## config.mk

```make
export PLATFORM = sky130hd
export DESIGN_NAME = mem_arbiter_flat
export DESIGN_NICKNAME = d
export VERILOG_FILES = /design/src/rtl/mem_arbiter_pkg.sv /design/src/rtl/mem_arbiter_if.sv /design/src/rtl/mem_load_ext.sv /design/src/rtl/mem_arbiter.sv /design/src/flat_wrapper.sv
export SDC_FILE = /design/constraint.sdc
export NUM_CORES = 1
export LEC_CHECK = 0
export CELL_PAD_IN_SITES_DETAIL_PLACEMENT = 0
export CELL_PAD_IN_SITES_GLOBAL_PLACEMENT = 1
export CORE_MARGIN = 2
export CORE_UTILIZATION = 38
export DETAILED_ROUTE_END_ITERATION = 16
export PLACE_DENSITY = 0.8
export SLEW_MARGIN = 10
export SYNTH_ARGS = -nofsm -noshare
export SYNTH_HDL_FRONTEND = slang
export SYNTH_HIERARCHICAL = 1
export SYNTH_SLANG_ARGS = --single-unit
```

## constraint.sdc

```tcl
create_clock -name clk -period 6 [get_ports clk]
set_input_delay 0.9 -clock clk [delete_from_list [all_inputs] [get_ports clk]]
set_output_delay 0.9 -clock clk [all_outputs]
set_load 0.03 [all_outputs]
```

## src/rtl/mem_arbiter_pkg.sv

```systemverilog
// Shared encodings for the byte-serial RAM arbiter: access sizes, FSM states,
// port IDs and the zero word.
package mem_arbiter_pkg;

  typedef enum logic [1:0] {
    SZ_BYTE  = 2'd0,
    SZ_HALF  = 2'd1,
    SZ_WORD  = 2'd2,
    SZ_WORD3 = 2'd3
  } size_e;

  typedef enum logic [1:0] {
    ST_IDLE  = 2'd0,
    ST_READ  = 2'd1,
    ST_WRITE = 2'd2
  } state_e;

  typedef enum logic {
    PORT_IF  = 1'b0,
    PORT_MEM = 1'b1
  } port_e;

  localparam logic [31:0] ZERO_WORD = 32'h0000_0000;

  // Byte count of an access; encoding 3 is treated as a word.
  function automatic logic [2:0] size_bytes(input logic [1:0] sz);
    case (sz)
      SZ_BYTE: return 3'd1;
      SZ_HALF: return 3'd2;
      default: return 3'd4;
    endcase
  endfunction

endpackage

```

## src/rtl/mem_arbiter_if.sv

```systemverilog
// Bus bundle between the arbiter (slave) and the fetch/MEM requesters plus the
// byte-wide RAM (master side, driven by the surrounding CPU or a bench).
interface mem_arbiter_if #(
  parameter int ADDR_W = 32
);
  logic              if_req_i;
  logic [ADDR_W-1:0] if_addr_i;
  logic [31:0]       if_inst_o;
  logic              if_done_o;

  logic              mem_req_i;
  logic              mem_we_i;
  logic [1:0]        mem_size_i;
  logic              mem_sext_i;
  logic [ADDR_W-1:0] mem_addr_i;
  logic [31:0]       mem_wdata_i;
  logic [31:0]       mem_rdata_o;
  logic              mem_done_o;

  logic [7:0]        ram_din_i;
  logic [ADDR_W-1:0] ram_a_o;
  logic              ram_wr_o;
  logic [7:0]        ram_dout_o;

  modport slave (
    input  if_req_i, if_addr_i,
    output if_inst_o, if_done_o,
    input  mem_req_i, mem_we_i, mem_size_i, mem_sext_i, mem_addr_i, mem_wdata_i,
    output mem_rdata_o, mem_done_o,
    input  ram_din_i,
    output ram_a_o, ram_wr_o, ram_dout_o
  );

  modport master (
    output if_req_i, if_addr_i,
    input  if_inst_o, if_done_o,
    output mem_req_i, mem_we_i, mem_size_i, mem_sext_i, mem_addr_i, mem_wdata_i,
    input  mem_rdata_o, mem_done_o,
    output ram_din_i,
    input  ram_a_o, ram_wr_o, ram_dout_o
  );

endinterface

```

## src/rtl/mem_load_ext.sv

```systemverilog
// Size/sign extension of an assembled little-endian word into a load result.
module mem_load_ext
  import mem_arbiter_pkg::*;
(
  input  logic [1:0]  size_i,
  input  logic        sext_i,
  input  logic [31:0] word_i,
  output logic [31:0] data_o
);

  logic signed [7:0]  byte_s;
  logic signed [15:0] half_s;

  always_comb begin
    byte_s = word_i[7:0];
    half_s = word_i[15:0];
    data_o = word_i;
    case (size_i)
      SZ_BYTE: data_o = sext_i ? 32'(byte_s) : {24'b0, word_i[7:0]};
      SZ_HALF: data_o = sext_i ? 32'(half_s) : {16'b0, word_i[15:0]};
      default: data_o = word_i;
    endcase
  end

endmodule

```

## src/rtl/mem_arbiter.sv

```systemverilog
// Byte-serial RAM arbiter between instruction fetch and MEM data accesses.
// Define MEM_ARB_RR_EN for round-robin arbitration; default is MEM-first priority.
module mem_arbiter
  import mem_arbiter_pkg::*;
#(
  parameter int ADDR_W  = 32,
  parameter int RAM_LAT = 1
) (
  input  logic          clk,
  input  logic          rst,
  mem_arbiter_if.slave  bus,
  output logic          busy_o
);

  if (RAM_LAT != 1) begin : g_lat_check
    $error("mem_arbiter supports RAM_LAT == 1 only");
  end

  state_e            state_q;
  port_e             owner_q;
  logic [2:0]        step_q;
  logic              if_done_q, mem_done_q;
  logic [31:0]       if_inst_q, mem_rdata_q;
  logic [ADDR_W-1:0] ram_a_q;
  logic              ram_wr_q;
  logic [7:0]        ram_dout_q;

  logic [ADDR_W-1:0] addr_q;
  logic [1:0]        size_q;
  logic [2:0]        n_q;
  logic              sext_q;
  logic [31:0]       wdata_q;
  logic [31:0]       lanes_q, lanes_d;

  logic              if_vld, mem_vld, grant_mem, grant_any;
  logic [ADDR_W-1:0] req_addr;
  logic [1:0]        req_size;
  logic              req_we;
  logic [1:0]        lane_idx;
  logic [31:0]       mem_ext;

  function automatic logic [7:0] get_byte(input logic [31:0] w, input logic [1:0] idx);
    return w[8*idx +: 8];
  endfunction

  // A port whose done pulse is showing is masked so it can drop its request.
  assign if_vld    = bus.if_req_i  & ~if_done_q;
  assign mem_vld   = bus.mem_req_i & ~mem_done_q;
  assign grant_any = if_vld | mem_vld;

`ifdef MEM_ARB_RR_EN
  port_e last_q;
  assign grant_mem = mem_vld & (~if_vld | (last_q == PORT_IF));

  always_ff @(posedge clk) begin
    if (rst) begin
      last_q <= PORT_IF;
    end else if (state_q == ST_IDLE && grant_any) begin
      last_q <= grant_mem ? PORT_MEM : PORT_IF;
    end
  end
`else
  assign grant_mem = mem_vld;
`endif

  always_comb begin
    req_addr = grant_mem ? bus.mem_addr_i : bus.if_addr_i;
    req_size = grant_mem ? bus.mem_size_i : SZ_WORD;
    req_we   = grant_mem & bus.mem_we_i;
  end

  // Byte returned this cycle was addressed two edges ago.
  always_comb begin
    lane_idx = 2'(step_q - 3'd2);
    lanes_d  = lanes_q;
    lanes_d[8*lane_idx +: 8] = bus.ram_din_i;
  end

  mem_load_ext u_load_ext (
    .size_i (size_q),
    .sext_i (sext_q),
    .word_i (lanes_d),
    .data_o (mem_ext)
  );

  always_ff @(posedge clk) begin
    if (state_q == ST_IDLE && grant_any) begin
      addr_q  <= req_addr;
      size_q  <= req_size;
      n_q     <= size_bytes(req_size);
      sext_q  <= bus.mem_sext_i;
      wdata_q <= bus.mem_wdata_i;
    end
    if (state_q == ST_READ && step_q >= 3'd2) begin
      lanes_q <= lanes_d;
    end
  end

  always_ff @(posedge clk) begin
    if (rst) begin
      state_q     <= ST_IDLE;
      owner_q     <= PORT_IF;
      step_q      <= 3'd0;
      if_done_q   <= 1'b0;
      mem_done_q  <= 1'b0;
      if_inst_q   <= ZERO_WORD;
      mem_rdata_q <= ZERO_WORD;
      ram_a_q     <= '0;
      ram_wr_q    <= 1'b0;
      ram_dout_q  <= 8'h00;
    end else begin
      if_done_q  <= 1'b0;
      mem_done_q <= 1'b0;
      case (state_q)
        ST_IDLE: begin
          if (grant_any) begin
            owner_q <= grant_mem ? PORT_MEM : PORT_IF;
            step_q  <= 3'd1;
            ram_a_q <= req_addr;
            if (req_we) begin
              ram_wr_q   <= 1'b1;
              ram_dout_q <= bus.mem_wdata_i[7:0];
              state_q    <= ST_WRITE;
            end else begin
              state_q    <= ST_READ;
            end
          end
        end
        ST_READ: begin
          if (step_q < n_q) begin
            ram_a_q <= addr_q + ADDR_W'(step_q);
          end
          if (step_q == n_q + 3'd1) begin
            ram_a_q <= '0;
            state_q <= ST_IDLE;
            if (owner_q == PORT_MEM) begin
              mem_done_q  <= 1'b1;
              mem_rdata_q <= mem_ext;
            end else begin
              if_done_q   <= 1'b1;
              if_inst_q   <= lanes_d;
            end
          end else begin
            step_q <= step_q + 3'd1;
          end
        end
        ST_WRITE: begin
          if (step_q == n_q) begin
            ram_wr_q   <= 1'b0;
            ram_a_q    <= '0;
            ram_dout_q <= 8'h00;
            mem_done_q <= 1'b1;
            state_q    <= ST_IDLE;
          end else begin
            ram_a_q    <= addr_q + ADDR_W'(step_q);
            ram_dout_q <= get_byte(wdata_q, step_q[1:0]);
            step_q     <= step_q + 3'd1;
          end
        end
        default: state_q <= ST_IDLE;
      endcase
    end
  end

  assign bus.if_inst_o   = if_inst_q;
  assign bus.if_done_o   = if_done_q;
  assign bus.mem_rdata_o = mem_rdata_q;
  assign bus.mem_done_o  = mem_done_q;
  assign bus.ram_a_o     = ram_a_q;
  assign bus.ram_wr_o    = ram_wr_q;
  assign bus.ram_dout_o  = ram_dout_q;
  assign busy_o          = (state_q != ST_IDLE);

endmodule

```

## src/flat_wrapper.sv

```systemverilog
// flat-port wrapper written by rule: the top's interface ports become plain ports
module mem_arbiter_flat import mem_arbiter_pkg::*;
#(
  parameter int ADDR_W  = 32,
  parameter int RAM_LAT = 1
)
  (clk, rst, busy_o, bus_if_req_i, bus_if_addr_i, bus_if_inst_o, bus_if_done_o, bus_mem_req_i, bus_mem_we_i, bus_mem_size_i, bus_mem_sext_i, bus_mem_addr_i, bus_mem_wdata_i, bus_mem_rdata_o, bus_mem_done_o, bus_ram_din_i, bus_ram_a_o, bus_ram_wr_o, bus_ram_dout_o);
  mem_arbiter_if #(.ADDR_W(ADDR_W)) bus_i ();
  input  logic clk;
  input  logic rst;
  output logic busy_o;
  input wire logic [$bits(bus_i.if_req_i)-1:0] bus_if_req_i;
  input wire logic [$bits(bus_i.if_addr_i)-1:0] bus_if_addr_i;
  output wire logic [$bits(bus_i.if_inst_o)-1:0] bus_if_inst_o;
  output wire logic [$bits(bus_i.if_done_o)-1:0] bus_if_done_o;
  input wire logic [$bits(bus_i.mem_req_i)-1:0] bus_mem_req_i;
  input wire logic [$bits(bus_i.mem_we_i)-1:0] bus_mem_we_i;
  input wire logic [$bits(bus_i.mem_size_i)-1:0] bus_mem_size_i;
  input wire logic [$bits(bus_i.mem_sext_i)-1:0] bus_mem_sext_i;
  input wire logic [$bits(bus_i.mem_addr_i)-1:0] bus_mem_addr_i;
  input wire logic [$bits(bus_i.mem_wdata_i)-1:0] bus_mem_wdata_i;
  output wire logic [$bits(bus_i.mem_rdata_o)-1:0] bus_mem_rdata_o;
  output wire logic [$bits(bus_i.mem_done_o)-1:0] bus_mem_done_o;
  input wire logic [$bits(bus_i.ram_din_i)-1:0] bus_ram_din_i;
  output wire logic [$bits(bus_i.ram_a_o)-1:0] bus_ram_a_o;
  output wire logic [$bits(bus_i.ram_wr_o)-1:0] bus_ram_wr_o;
  output wire logic [$bits(bus_i.ram_dout_o)-1:0] bus_ram_dout_o;
  assign bus_i.if_req_i = bus_if_req_i;
  assign bus_i.if_addr_i = bus_if_addr_i;
  assign bus_if_inst_o = bus_i.if_inst_o;
  assign bus_if_done_o = bus_i.if_done_o;
  assign bus_i.mem_req_i = bus_mem_req_i;
  assign bus_i.mem_we_i = bus_mem_we_i;
  assign bus_i.mem_size_i = bus_mem_size_i;
  assign bus_i.mem_sext_i = bus_mem_sext_i;
  assign bus_i.mem_addr_i = bus_mem_addr_i;
  assign bus_i.mem_wdata_i = bus_mem_wdata_i;
  assign bus_mem_rdata_o = bus_i.mem_rdata_o;
  assign bus_mem_done_o = bus_i.mem_done_o;
  assign bus_i.ram_din_i = bus_ram_din_i;
  assign bus_ram_a_o = bus_i.ram_a_o;
  assign bus_ram_wr_o = bus_i.ram_wr_o;
  assign bus_ram_dout_o = bus_i.ram_dout_o;
  mem_arbiter #(.ADDR_W(ADDR_W), .RAM_LAT(RAM_LAT)) u_core (.clk(clk), .rst(rst), .bus(bus_i), .busy_o(busy_o));
endmodule
```

After elaboration in Yosys (flattened, before gate mapping) --
Index checks and enable logic that the tools add are counted.
Word-level totals: bits in read-only memories 0, memory bits (writable) 0, output and inout bits 108, bits of input ports 112, flip-flop bits (word level) 215, logic and storage cells 100, latch bits 0, memories 0
Cells by class: muxes and demuxes 35, multipliers 0, reductions and logical operators 17, $add $sub $neg 5, equal/unequal tests 13, bitwise logic cells 9, shift operators 3, div/mod/pow operators 0, $lt $le $gt $ge 2
Operator list (count):
- 2-to-1 mux 32 bit | 7
- one-hot mux 32 bit (3 select lines) | 1
- one-hot mux 32 bit (2 select lines) | 1
- negator 5 -> 34 bit | 1
- variable shift 8 x 34 -> 32 bit, first input constant | 1
- variable part select 8 x 34 -> 32 bit | 1
- adder 32 x 3 -> 32 bit | 1
- bitwise mux 32 bit | 1
- variable part select 32 x 6 -> 8 bit | 1
- 2-to-1 mux 8 bit | 3
- one-hot mux 8 bit (2 select lines) | 1
- AND reduction 3 bit | 5
- 2-to-1 mux 2 bit | 5
- 2-to-1 mux 3 bit | 3
- one-hot mux 3 bit (3 select lines) | 1
- 2-to-1 mux 1 bit | 8
- AND reduction 4 bit | 2
- adder 3 x 1 -> 3 bit, second input constant | 2
- equality test 2 x 1 -> 1 bit, second input constant | 3
- equality test 3 bit | 2
- zero test 2 bit | 3
- inequality test 2 x 1 -> 1 bit, second input constant | 3
- inequality test 2 bit, second input constant | 3
- one-hot mux 2 bit (3 select lines) | 1
- other kinds (15) | 24

Depth between registers and ports, before layout --
Gate-level depths: netlist of the first run.
depth in word-level cells 6, depth in mapped cells 12, depth with buffers taken out 9

By module --
The synthesis of the first run kept the hierarchy.
By module, submodules not included:
- mem_arbiter | times used 1, cells an instance 950, area an instance 9396.5 sq um, sequential area each 5295.1 sq um
- mem_load_ext | times used 1, cells an instance 66, area an instance 385.4 sq um, sequential area each 0.0 sq um

Worst setup path after synthesis of the first run --
No wires, ideal clock.
path kind input port to flip-flop, from input bus_mem_req_i, to register u_core.addr_q[0], enable pin, buffers on the path 2, cell stages on the path 4, setup time 519 ps, setup slack 851 ps, required time 5481 ps, arrival 4630 ps, path through nand2b_1 > clkbuf_1 > clkbuf_1 > a21oi_1
On the way: cells in the longest elaborated chain, start to end 3
Ends and longest elaborated chain:
- start, declared | line flat_wrapper.sv:16 | input wire logic [$bits(bus_i.mem_req_i)-1:0] bus_mem_req_i;
- AND 1 bit | line mem_arbiter.sv:48 | assign mem_vld = bus.mem_req_i & ~mem_done_q;
- OR 1 bit | line mem_arbiter.sv:49 | assign grant_any = if_vld | mem_vld;
- logical AND 1 bit | line mem_arbiter.sv:87 | if (state_q == ST_IDLE && grant_any) begin
- end signal, assigned | line mem_arbiter.sv:88 | addr_q <= req_addr;
- end, declared | line mem_arbiter.sv:28 | logic [ADDR_W-1:0] addr_q;
No other way between the ends. A chain may end at the register's enable or synchronous reset.

Final worst setup path of the first run --
from register u_core.step_q[0], to register u_core.mem_rdata_q[19] (netlist: u_core/bus.mem_rdata_o[19])
On the way: cells in the longest elaborated chain, start to end 6
Ends and longest elaborated chain:
- start, declared | line mem_arbiter.sv:21 | logic [2:0] step_q;
- start signal, assigned | line mem_arbiter.sv:144 | step_q <= step_q + 3'd1;
- start signal, assigned | line mem_arbiter.sv:157 | step_q <= step_q + 3'd1;
- subtractor 2 bit * | line mem_arbiter.sv:74 | lane_idx = 2'(step_q - 3'd2);
- negator 5 -> 34 bit * | line mem_arbiter.sv:76 | lanes_d[8*lane_idx +: 8] = bus.ram_din_i;
- variable part select 8 x 34 -> 32 bit / variable shift 8 x 34 -> 32 bit (equally long branches) | line mem_arbiter.sv:76
- bitwise mux 32 bit * | line mem_arbiter.sv:76
- via u_core.lanes_d[15] | line mem_arbiter.sv:33 | logic [31:0] lanes_q, lanes_d;
- 2-to-1 mux 32 bit * | line mem_load_ext.sv:20 | SZ_HALF: data_o = sext_i ? 32'(half_s) : {16'b0, word_i[15:0]};
- one-hot mux 32 bit (2 select lines) * | line mem_load_ext.sv:18 | case (size_i)
- via u_core.mem_ext[19] | line mem_arbiter.sv:40 | logic [31:0] mem_ext;
- end signal, assigned | line mem_arbiter.sv:138 | mem_rdata_q <= mem_ext;
- end, declared | line mem_arbiter.sv:23 | logic [31:0] if_inst_q, mem_rdata_q;
The timed path passes the listed nets; every way through them passes the cells marked *.

==> impl_metrics.json, run 1 <==
{
  "m1WireLength_mm": 11.8,
  "outcome": "finished clean",
  "wl_met3_mm": 1.90,
  "powerDensity_nw_per_um2": 342,
  "cts_root_buf": "clkbuf_16",
  "ant_nets": 0,
  "yosysUniqueCellTypes": 54,
  "clk_pin_slew_ps": 60,
  "worstHoldPathCells": 2,
  "switchingPower_mw": 1.32,
  "worstMarginPinSlew_ps": 1110,
  "drc_errors": 0,
  "final-max-slew-violation-count": 0,
  "cts_setup_buffers": 0,
  "synth_commonest_cells": "nand2_1 (257), dfxtp_1 (113), edfxtp_1 (101), nor2_1 (87), o21ai_0 (52)",
  "synth.most_common_cell": "nand2_1",
  "overflow": 0,
  "clk_path_buf_depth": 3,
  "synth_ff_type": "dfxtp_1",
  "slowest_stage": "dfxtp_1",
  "seq_area_frac_synth_pct": 54.1,
  "r2r-start": "u_core/step_q[0]$_SDFFE_PP0P_",
  "track_usage_pct": 19.3,
  "dieWidth_um": 164,
  "critPathMaxFanout": 16,
  "critPathRequiredTime_ps": 6430,
  "wl_per_cell_um": 17.1,
  "crit_type": "flip-flop to flip-flop",
  "place_congestion": 0.775,
  "crit_chain": "inv_1 > ha_1 > nor3_1 > nand2_1 > o21ai_0 > mux2i_4 > o21ai_0 > nand2_1 > a21oi_1",
  "syn_nets": 1146,
  "syn_area_um2": 9780,
  "period_minus_slack_ps": 3540,
  "cp.arrival_ps": 3970,
  "synth-warning-count": 6,
  "yosys-top-cells-area": "edfxtp_1 (31%), dfxtp_1 (23%), nand2_1 (9.9%)",
  "startpoint": "u_core/step_q[0]$_SDFFE_PP0P_",
  "finalSetupViolCount": 0,
  "rsz0062_at_grt": "no",
  "yosysTopAreaCellShare_pct": 31.0,
  "r2r_setup_slack_ps": 2460,
  "top_layer_used": "met4",
  "pwr-share-clk_pct": 35.0,
  "nets": 1338,
  "dr.pass1.iters": 5,
  "dr.first_iter.drc_count": 625,
  "cp_top_family": "flip-flops",
  "place_area_um2": 12200,
  "fin_tns_setup_ps": 0,
  "critPathCaptureType": "flip-flop",
  "std_cell_rows": 58,
  "grt_pass1_wl_mm": 41.1,
  "hold_class": "flip-flop to flip-flop",
  "htree_levels": 1,
  "cts_hold_buf": 0,
  "p_int_mw": 3.13,
  "grt_pass1_vias": 7515,
  "swShare_pct": 29.6,
  "grt_max_degree": 58,
  "avgSynthCellArea_um2": 9.63,
  "cts_tree": "done",
  "finalCritPeriodShare_pct": 59.1,
  "final_hold_viol_count": 0,
  "vias": 7840,
  "min_from": "u_core/bus.mem_rdata_o[5]$_SDFFE_PP0P_",
  "design_area_um2": 13000,
  "syn_to_final_growth_pct": 33.1,
  "numCtsBuffers": 24,
  "core_area_um2": 25300,
  "startpoint_type": "flip-flop",
  "critPathBufInv": 1,
  "fp.dieArea_um2": 27000,
  "routed_wl_mm": 26.5,
  "drive_above_1_share_pct": 6.36,
  "n_antenna_cell": 0,
  "synth-seq-cells": 214,
  "synth_edf_count": 101,
  "max_freq_mhz": 282,
  "start_util_pct": 38.7,
  "drt-vias-per-instance": 5.04,
  "slowest_delay_ps": 930,
  "hpwlAfterDp_mm": 18.3,
  "power.share.sequential_pct": 42.1,
  "vdd_drop_max_v": 0.000228,
  "io_pins": 220,
  "antenna_found_initial": 0,
  "synth_top_cell_by_area": "edfxtp_1",
  "io_buffers": 219,
  "cp_num_cells": 9,
  "wl_met2_mm": 12.4,
  "clock_insertion_delay_worst_skew_ps": 510,
  "reg2reg_depth": 9,
  "p_leak_nw": 4.85,
  "ctsResizeCount": 0,
  "skew_ps": 15.5,
  "synthArstFlopShare_pct": 0,
  "die_h_um": 164,
  "syn_inst": 1016,
  "clkSinkCount": 214,
  "maxCapViolations": 0,
  "combPwrFrac_pct": 22.9,
  "slew_headroom_pct": 25.2
}
-- stage by stage --
stage,std cells,setup WS [ps],hold WS [ps],total power [mW],utilization [%]
after CTS,1556,2470,455,4.49,51.6
after global placement,1512,2600,446,2.92,48.2
final,1556,2460,453,4.45,51.6
after floorplan,1016,851,479,2.54,-
after detailed placement,1512,2480,447,2.93,48.2
after global routing,1556,2080,485,4.65,51.6
-- metal layers --
| layer | up-vias | track usage (%) |
|---|---|---|
| li1 | 3890 | - |
| met1 | 3677 | 26.2 |
| met2 | 240 | 31.4 |
| met3 | 33 | 4.47 |
| met4 | 0 | 4.51 |
| met5 | - | 0 |
-- final timing paths --
path	end
worst max-delay path	u_core/bus.mem_rdata_o[19]$_SDFFE_PP0P_
worst min-delay path	u_core/bus.mem_rdata_o[5]$_SDFFE_PP0P_
worst max register to register	u_core/bus.mem_rdata_o[19]$_SDFFE_PP0P_
worst min register to register	u_core/bus.mem_rdata_o[5]$_SDFFE_PP0P_
-- cells in the final DEF, fill, tap and decap left out, types with 5 or more instances in the layout --
cell type,count
inv_1,47
nor3_1,22
nand3_1,12
nand4_1,10
a311oi_1,8
clkdlybuf4s50_1,218
a221oi_1,13
clkinv_1,6
nand2b_1,5
ha_1,17
dfxtp_1,113
mux2i_1,33
xor2_1,14
o21ai_1,7
clkbuf_16,25
xnor2_1,17
a211oi_1,15
edfxtp_1,101
a22oi_1,10
nor4_1,7
and4_1,5
and3_1,6
buf_4,14
o21ai_0,52
nor2_1,86
nand2_1,257
a21oi_1,38
mux4_2,8
-- cells by family after synthesis --
kind of cell | Yosys count | share of synthesized area (%)
compound gates | 165 | 10.9
xor+xnor | 32 | 3.02
fa+ha+maj | 18 | 2.38
buf+inv | 115 | 5.27
flops | 214 | 54.1
mux | 43 | 5.56
simple gates | 429 | 18.7
-- power by group through the flow --
stage	logic [mW]	registers, mW	clock network [mW]
floorplan	0.546	2.00	0
global placement	1.02	1.90	0
detailed placement	1.02	1.90	0
CTS	1.03	1.88	1.58
global route	1.11	1.90	1.65
finish	1.02	1.87	1.56
-- cell type report --
cell class / instances / area (µm²)
multi-input cells: 687 / 3990
flip-flops and latches: 214 / 5300
clock buffers: 32 / 692
repair buffers: 232 / 2290
inverters: 49 / 184
fillers: 2330 / 12200
clock inverters: 12 / 156
well taps: 330 / 413
-- tightest hold or removal path: stages, from the launching register on --
cell and delay (ps):
dfxtp_1 310, nand2_1 50, a21oi_1 50
-- state kept, by name, summed over array words and instances, names as in the netlist --
signal                  count
u_core/addr_q              32
u_core/wdata_q             32
u_core/sext_q               1
u_core/bus.ram_wr_o         1
u_core/bus.ram_dout_o       8
u_core/bus.mem_rdata_o     32
u_core/size_q               2
u_core/bus.mem_done_o       1
u_core/bus.if_done_o        1
u_core/owner_q              1
u_core/state_q              2
u_core/bus.ram_a_o         32
u_core/n_q                  2
u_core/bus.if_inst_o       32
u_core/step_q               3
u_core/lanes_q             32
Note: power is estimated with default switching activity, not from simulation.
==> run 2: changes to the inputs <==
clock period = 3.4 ns   (was 6 ns; I/O delays follow)
==> run 2 against run 1 <==
  * Via count up 0.75%
  * Worst setup slack worse by 1900 ps
  * Design area about the same
  * Sequential power up 75%
  * Cell count up 0.51%
  * Critical endpoint is now u_core/bus.ram_a_o[16]$_SDFFE_PP0P_
  * Largest cell class unchanged
==> impl_metrics.json, run 2 (synthesis results as in run 1) <==
{
  "pwr-share-clk_pct": 33.3,
  "drt-vias-per-instance": 5.05,
  "maxCapViolations": 0,
  "fill_cells": 2389,
  "die_h_um": 164,
  "routed_wl_mm": 26.3,
  "critPathMaxFanout": 20,
  "n_antenna_cell": 0,
  "antenna_found_initial": 0,
  "mostFrequentLayoutCell": "nand2_1",
  "grt_pass1_vias": 7518,
  "slowest_stage": "nand2b_1",
  "dieWidth_um": 164,
  "slew_headroom_pct": 35.9,
  "critPathBufInv": 1,
  "drive_above_1_share_pct": 6.97,
  "reg2reg_depth": 7,
  "switchingPower_mw": 2.32,
  "p_int_mw": 5.36,
  "powerDensity_nw_per_um2": 590,
  "cp_top_family": "compound AO/OA/AOI/OAI gates",
  "crit_type": "flip-flop to flip-flop",
  "cp_num_cells": 7,
  "track_usage_pct": 19.3,
  "htree_levels": 1,
  "p_leak_nw": 4.87,
  "final_hold_viol_count": 0,
  "cts_root_buf": "clkbuf_16",
  "clkSinkCount": 214,
  "setup_ws_ps": 562,
  "ant_nets": 0,
  "cp.arrival_ps": 3250,
  "stdcell_count": 1564,
  "clk_path_buf_depth": 3,
  "cp-endpoint": "u_core/bus.ram_a_o[16]$_SDFFE_PP0P_",
  "combPwrFrac_pct": 24.1,
  "std_cell_rows": 58,
  "cts_hold_buf": 0,
  "period_minus_slack_ps": 2840,
  "critPathCaptureType": "flip-flop",
  "rsz0062_at_grt": "no",
  "finalSetupViolCount": 0,
  "start_util_pct": 38.7,
  "place_ws_ps": 559,
  "crit_chain": "inv_1 > ha_1 > o31a_1 > o21a_1 > nand2b_1 > a221o_1 > o211a_1",
  "seq_area_um2": 5300,
  "place_congestion": 0.831,
  "hpwlAfterDp_mm": 18.2,
  "hold_class": "flip-flop to flip-flop",
  "finalCritPeriodShare_pct": 83.5,
  "skew_ps": 11.5,
  "io_pins": 220,
  "final-max-slew-violation-count": 0,
  "slowest_delay_ps": 590,
  "r2r-start": "u_core/step_q[0]$_SDFFE_PP0P_",
  "reg2reg_to": "u_core/bus.ram_a_o[16]$_SDFFE_PP0P_",
  "vdd_drop_max_v": 0.000298,
  "dr.pass1.iters": 5,
  "fp.dieArea_um2": 27000,
  "worstMarginPinSlew_ps": 962,
  "startpoint_type": "flip-flop",
  "swShare_pct": 30.2,
  "p_total_mw": 7.68,
  "clock_insertion_delay_worst_skew_ps": 520,
  "ctsResizeCount": 0,
  "dpl.cell_count": 1520,
  "overflow": 0,
  "max_freq_mhz": 352,
  "dr.first_iter.drc_count": 498,
  "nets": 1346,
  "startpoint": "u_core/step_q[0]$_SDFFE_PP0P_",
  "numCtsBuffers": 24,
  "vias": 7899,
  "cts_setup_buffers": 0,
  "design_area_um2": 13000,
  "drc_errors": 0,
  "syn_to_final_growth_pct": 33.0,
  "r2r_setup_slack_ps": 560,
  "power.share.sequential_pct": 42.6,
  "multi_input_area_um2": 3990,
  "layout_common_cells": "nand2_1 (257), clkdlybuf4s50_1 (218), dfxtp_1 (113)",
  "critPathRequiredTime_ps": 3810,
  "place_area_um2": 12200,
  "grt_pass1_wl_mm": 41.0,
  "outcome": "finished clean",
  "cts_tree": "done",
  "clk_pin_slew_ps": 60,
  "core_area_um2": 25300,
  "grt_max_degree": 58,
  "io_buffers": 219,
  "wl_per_cell_um": 16.8,
  "fin_tns_setup_ps": 0
}
run 2: area by class of cell:
type | instances | area share [%]
multi-input combinational | 687 | 30.7
timing repair buffer | 240 | 18.0
inverter | 49 | 1.41
clock buffer | 32 | 5.16
sequential | 214 | 40.7
clock inverter | 12 | 0.846
tap | 330 | 3.17
run 2: how the worst min path moves through the flow:
stage	to	startpoint	cells past startpoint
final	u_core/bus.mem_rdata_o[20]$_SDFFE_PP0P_	u_core/bus.mem_rdata_o[20]$_SDFFE_PP0P_	2
after global routing	u_core/bus.mem_rdata_o[17]$_SDFFE_PP0P_	u_core/bus.mem_rdata_o[17]$_SDFFE_PP0P_	2
after CTS	u_core/bus.mem_rdata_o[27]$_SDFFE_PP0P_	u_core/bus.mem_rdata_o[27]$_SDFFE_PP0P_	2
after detailed placement	u_core/bus.mem_rdata_o[27]$_SDFFE_PP0P_	u_core/bus.mem_rdata_o[27]$_SDFFE_PP0P_	2
after global placement	u_core/bus.mem_rdata_o[19]$_SDFFE_PP0P_	u_core/bus.mem_rdata_o[19]$_SDFFE_PP0P_	2
after floorplan	u_core/bus.if_done_o$_SDFF_PP0_	u_core/owner_q$_SDFFE_PP0P_	1
run 2: worst register-to-register path: cells and delay by family, from the launching register on:
family / cells / cell delay, ps
AOI/OAI and AO/OA: 4 / 1090
adders and majority gates: 1 / 360
DFF: 1 / 490
buffers and inverters: 1 / 210
and+or+nand+nor: 1 / 590
run 2: power by group through the flow:
stage	Clock [mW]	Combinational, mW	Sequential [mW]
2_1_floorplan	0	0.969	3.50
3_3_place_gp	0	1.84	3.31
3_5_place_dp	0	1.86	3.32
4_1_cts	2.61	1.87	3.27
5_1_grt	2.72	2.02	3.32
6_report	2.56	1.85	3.27
run 2: per-layer routing:
| layer | wire length, µm | vias up | part of all wire, % | track usage, % |
|---|---|---|---|---|
| met4 | 527 | 0 | 2.0 | 4.55 |
| met5 | 0 | - | 0 | 0 |
| met2 | 12300 | 226 | 47 | 31.6 |
| met3 | 1840 | 37 | 7.0 | 4.39 |
| met1 | 11700 | 3738 | 44 | 26.1 |
| li1 | - | 3898 | - | - |
run 2: metrics by stage:
stage / hold slack [ps] / util (%)
2_1_floorplan: 479 / -
3_3_place_gp: 443 / 48.4
3_5_place_dp: 449 / 48.4
4_1_cts: 457 / 51.5
5_1_grt: 467 / 51.5
6_report: 453 / 51.5
==> run 3: changes to the inputs <==
clock period = 2.7 ns   (was 3.4 ns; I/O delays follow)
==> run 3 against run 2 <==
  * Sequential power grew 26%
  * Sequential cell count is the same
  * Clock skew shrank 6.8 ps
  * Clock-buffer cell count is the same
  * First-iteration DRC count shrank 1.4%
  * Hold slack lost 62 ps
  * Register-to-register slack lost 260 ps
  * Critical endpoint is now busy_o
  * Largest cell class unchanged
  * Highest routed layer unchanged
==> impl_metrics.json, run 3 (synthesis results as in run 1) <==
{
  "stdcell_count": 1569,
  "grt_pass1_vias": 7545,
  "clk_pin_slew_ps": 60,
  "antenna_found_initial": 0,
  "fin_tns_setup_ps": 0,
  "r2r-start": "u_core/step_q[0]$_SDFFE_PP0P_",
  "wl_met3_mm": 1.86,
  "r2r_setup_slack_ps": 300,
  "dr.pass1.iters": 5,
  "combPwrFrac_pct": 24.9,
  "swShare_pct": 30.5,
  "final_hold_viol_count": 0,
  "numCtsBuffers": 24,
  "rsz0062_at_grt": "no",
  "reg2reg_depth": 10,
  "syn_to_final_growth_pct": 33.7,
  "m1WireLength_mm": 11.5,
  "cp_common_cell": "inv_1",
  "layout_common_cells": "nand2_1 (257), clkdlybuf4s50_1 (218), dfxtp_1 (113)",
  "die_h_um": 164,
  "critPathRequiredTime_ps": 2300,
  "ant_nets": 0,
  "cts_root_buf": "clkbuf_16",
  "p_int_mw": 6.65,
  "dr.first_iter.drc_count": 491,
  "clock_insertion_delay_worst_skew_ps": 510,
  "switchingPower_mw": 2.92,
  "worstMarginPinSlew_ps": 640,
  "period_minus_slack_ps": 2570,
  "overflow": 0,
  "top_layer_used": "met4",
  "htree_levels": 1,
  "fill_cells": 2360,
  "crit_type": "flip-flop to primary output",
  "skew_ps": 4.73,
  "dieWidth_um": 164,
  "nets": 1351,
  "critPathMaxFanout": 5,
  "power.share.sequential_pct": 43.0,
  "finalSetupViolCount": 0,
  "io_pins": 220,
  "drt-vias-per-instance": 5.02,
  "fp.dieArea_um2": 27000,
  "powerDensity_nw_per_um2": 732,
  "pwr-share-clk_pct": 32.0,
  "max_freq_mhz": 389,
  "hold_class": "primary input to flip-flop",
  "slowest_stage": "clkdlybuf4s50_1",
  "n_antenna_cell": 0,
  "final-max-slew-violation-count": 0,
  "place_congestion": 0.809,
  "finalCritPeriodShare_pct": 95.3,
  "start_util_pct": 38.7,
  "io_buffers": 219,
  "hpwlAfterDp_mm": 18.2,
  "clk_path_buf_depth": 3,
  "cts_tree": "done",
  "wl_met2_mm": 12.4,
  "cp.arrival_ps": 2170,
  "multi_input_area_um2": 4000,
  "grt_pass1_wl_mm": 40.6,
  "std_cell_rows": 58,
  "startpoint_type": "flip-flop",
  "wl_per_cell_um": 16.7,
  "drive_above_1_share_pct": 7.18,
  "critPathCaptureType": "primary output",
  "mostFrequentLayoutCell": "nand2_1",
  "maxCapViolations": 0,
  "outcome": "finished clean",
  "track_usage_pct": 19.1,
  "grt_max_degree": 77,
  "vdd_drop_max_v": 0.000374,
  "startpoint": "u_core/state_q[0]$_SDFFE_PP0P_",
  "vias": 7883,
  "crit_chain": "inv_1 > ha_1 > inv_1 > clkdlybuf4s50_1",
  "p_leak_nw": 4.89,
  "cts_setup_buffers": 0,
  "cts_hold_buf": 0,
  "slew_headroom_pct": 56.9,
  "reg2reg_to": "u_core/bus.ram_a_o[28]$_SDFFE_PP0P_",
  "routed_wl_mm": 26.2,
  "core_area_um2": 25300,
  "ctsResizeCount": 0,
  "cp-endpoint": "busy_o",
  "clkSinkCount": 214,
  "slowest_delay_ps": 740,
  "drc_errors": 0,
  "dpl.cell_count": 1525,
  "seq_area_um2": 5300
}
==> run 3: cell types whose count changed in the layout (fill, tap and decap cells not counted), sizes merged <==
cell      before  now
clkinvlp       0    2
buf           22   27
clkinv        10    9
bufinv         2    1
==> run 3: power by group through the flow <==
stage	sequential (mW)	combinational [mW]	clock [mW]
final	4.12	2.39	3.06
after global routing	4.17	2.60	3.28
after CTS	4.12	2.41	3.15
after detailed placement	4.18	2.40	0
after global placement	4.17	2.38	0
after floorplan	4.41	1.22	0
==> run 3: stage by stage <==
| step | utilization, % | hold slack (ps) | setup WS (ps) | power [mW] | cell area (µm²) |
|---|---|---|---|---|---|
| CTS | 51.8 | 389 | 105 | 9.68 | 13100 |
| detailed placement | 48.9 | 448 | 311 | 6.58 | 12300 |
| finish | 51.8 | 391 | 127 | 9.57 | 13100 |
| global route | 51.8 | 412 | 23.7 | 10.1 | 13100 |
| floorplan | - | 479 | 76.5 | 5.63 | 9800 |
| global placement | 48.9 | 445 | 378 | 6.55 | 12300 |
==> run 3: worst min-delay path by stage <==
stage                                            startpoint                                       to  cells past startpoint
global placement    u_core/bus.mem_rdata_o[22]$_SDFFE_PP0P_  u_core/bus.mem_rdata_o[22]$_SDFFE_PP0P_                      2
floorplan                       u_core/owner_q$_SDFFE_PP0P_          u_core/bus.if_done_o$_SDFF_PP0_                      1
finish                                                  rst      u_core/bus.ram_a_o[20]$_SDFFE_PP0P_                      2
detailed placement  u_core/bus.mem_rdata_o[22]$_SDFFE_PP0P_  u_core/bus.mem_rdata_o[22]$_SDFFE_PP0P_                      2
CTS                                                     rst      u_core/bus.ram_a_o[20]$_SDFFE_PP0P_                      2
global route                                            rst      u_core/bus.ram_a_o[20]$_SDFFE_PP0P_                      2
==> run 3: worst max-delay path: cells and delay by family, from the launching register on <==
kind                       cells  cell delay (ps)
adders and majority gates      1              270
DFF                            1              390
buffers and inverters          3              990
==> run 3: final cells by class <==
type / count / share of cell area, %
sequential: 214 / 40.5
timing repair buffer: 245 / 18.7
tap: 330 / 3.16
multi-input combinational: 687 / 30.6
inverter: 49 / 1.41
clock inverter: 12 / 0.679
clock buffer: 32 / 4.98
==> run 3: metal layers <==
metal	GRT usage [%]	up-vias
met3	4.32	31
li1	-	3909
met5	0	-
met1	25.7	3708
met4	4.62	0
met2	31.6	235
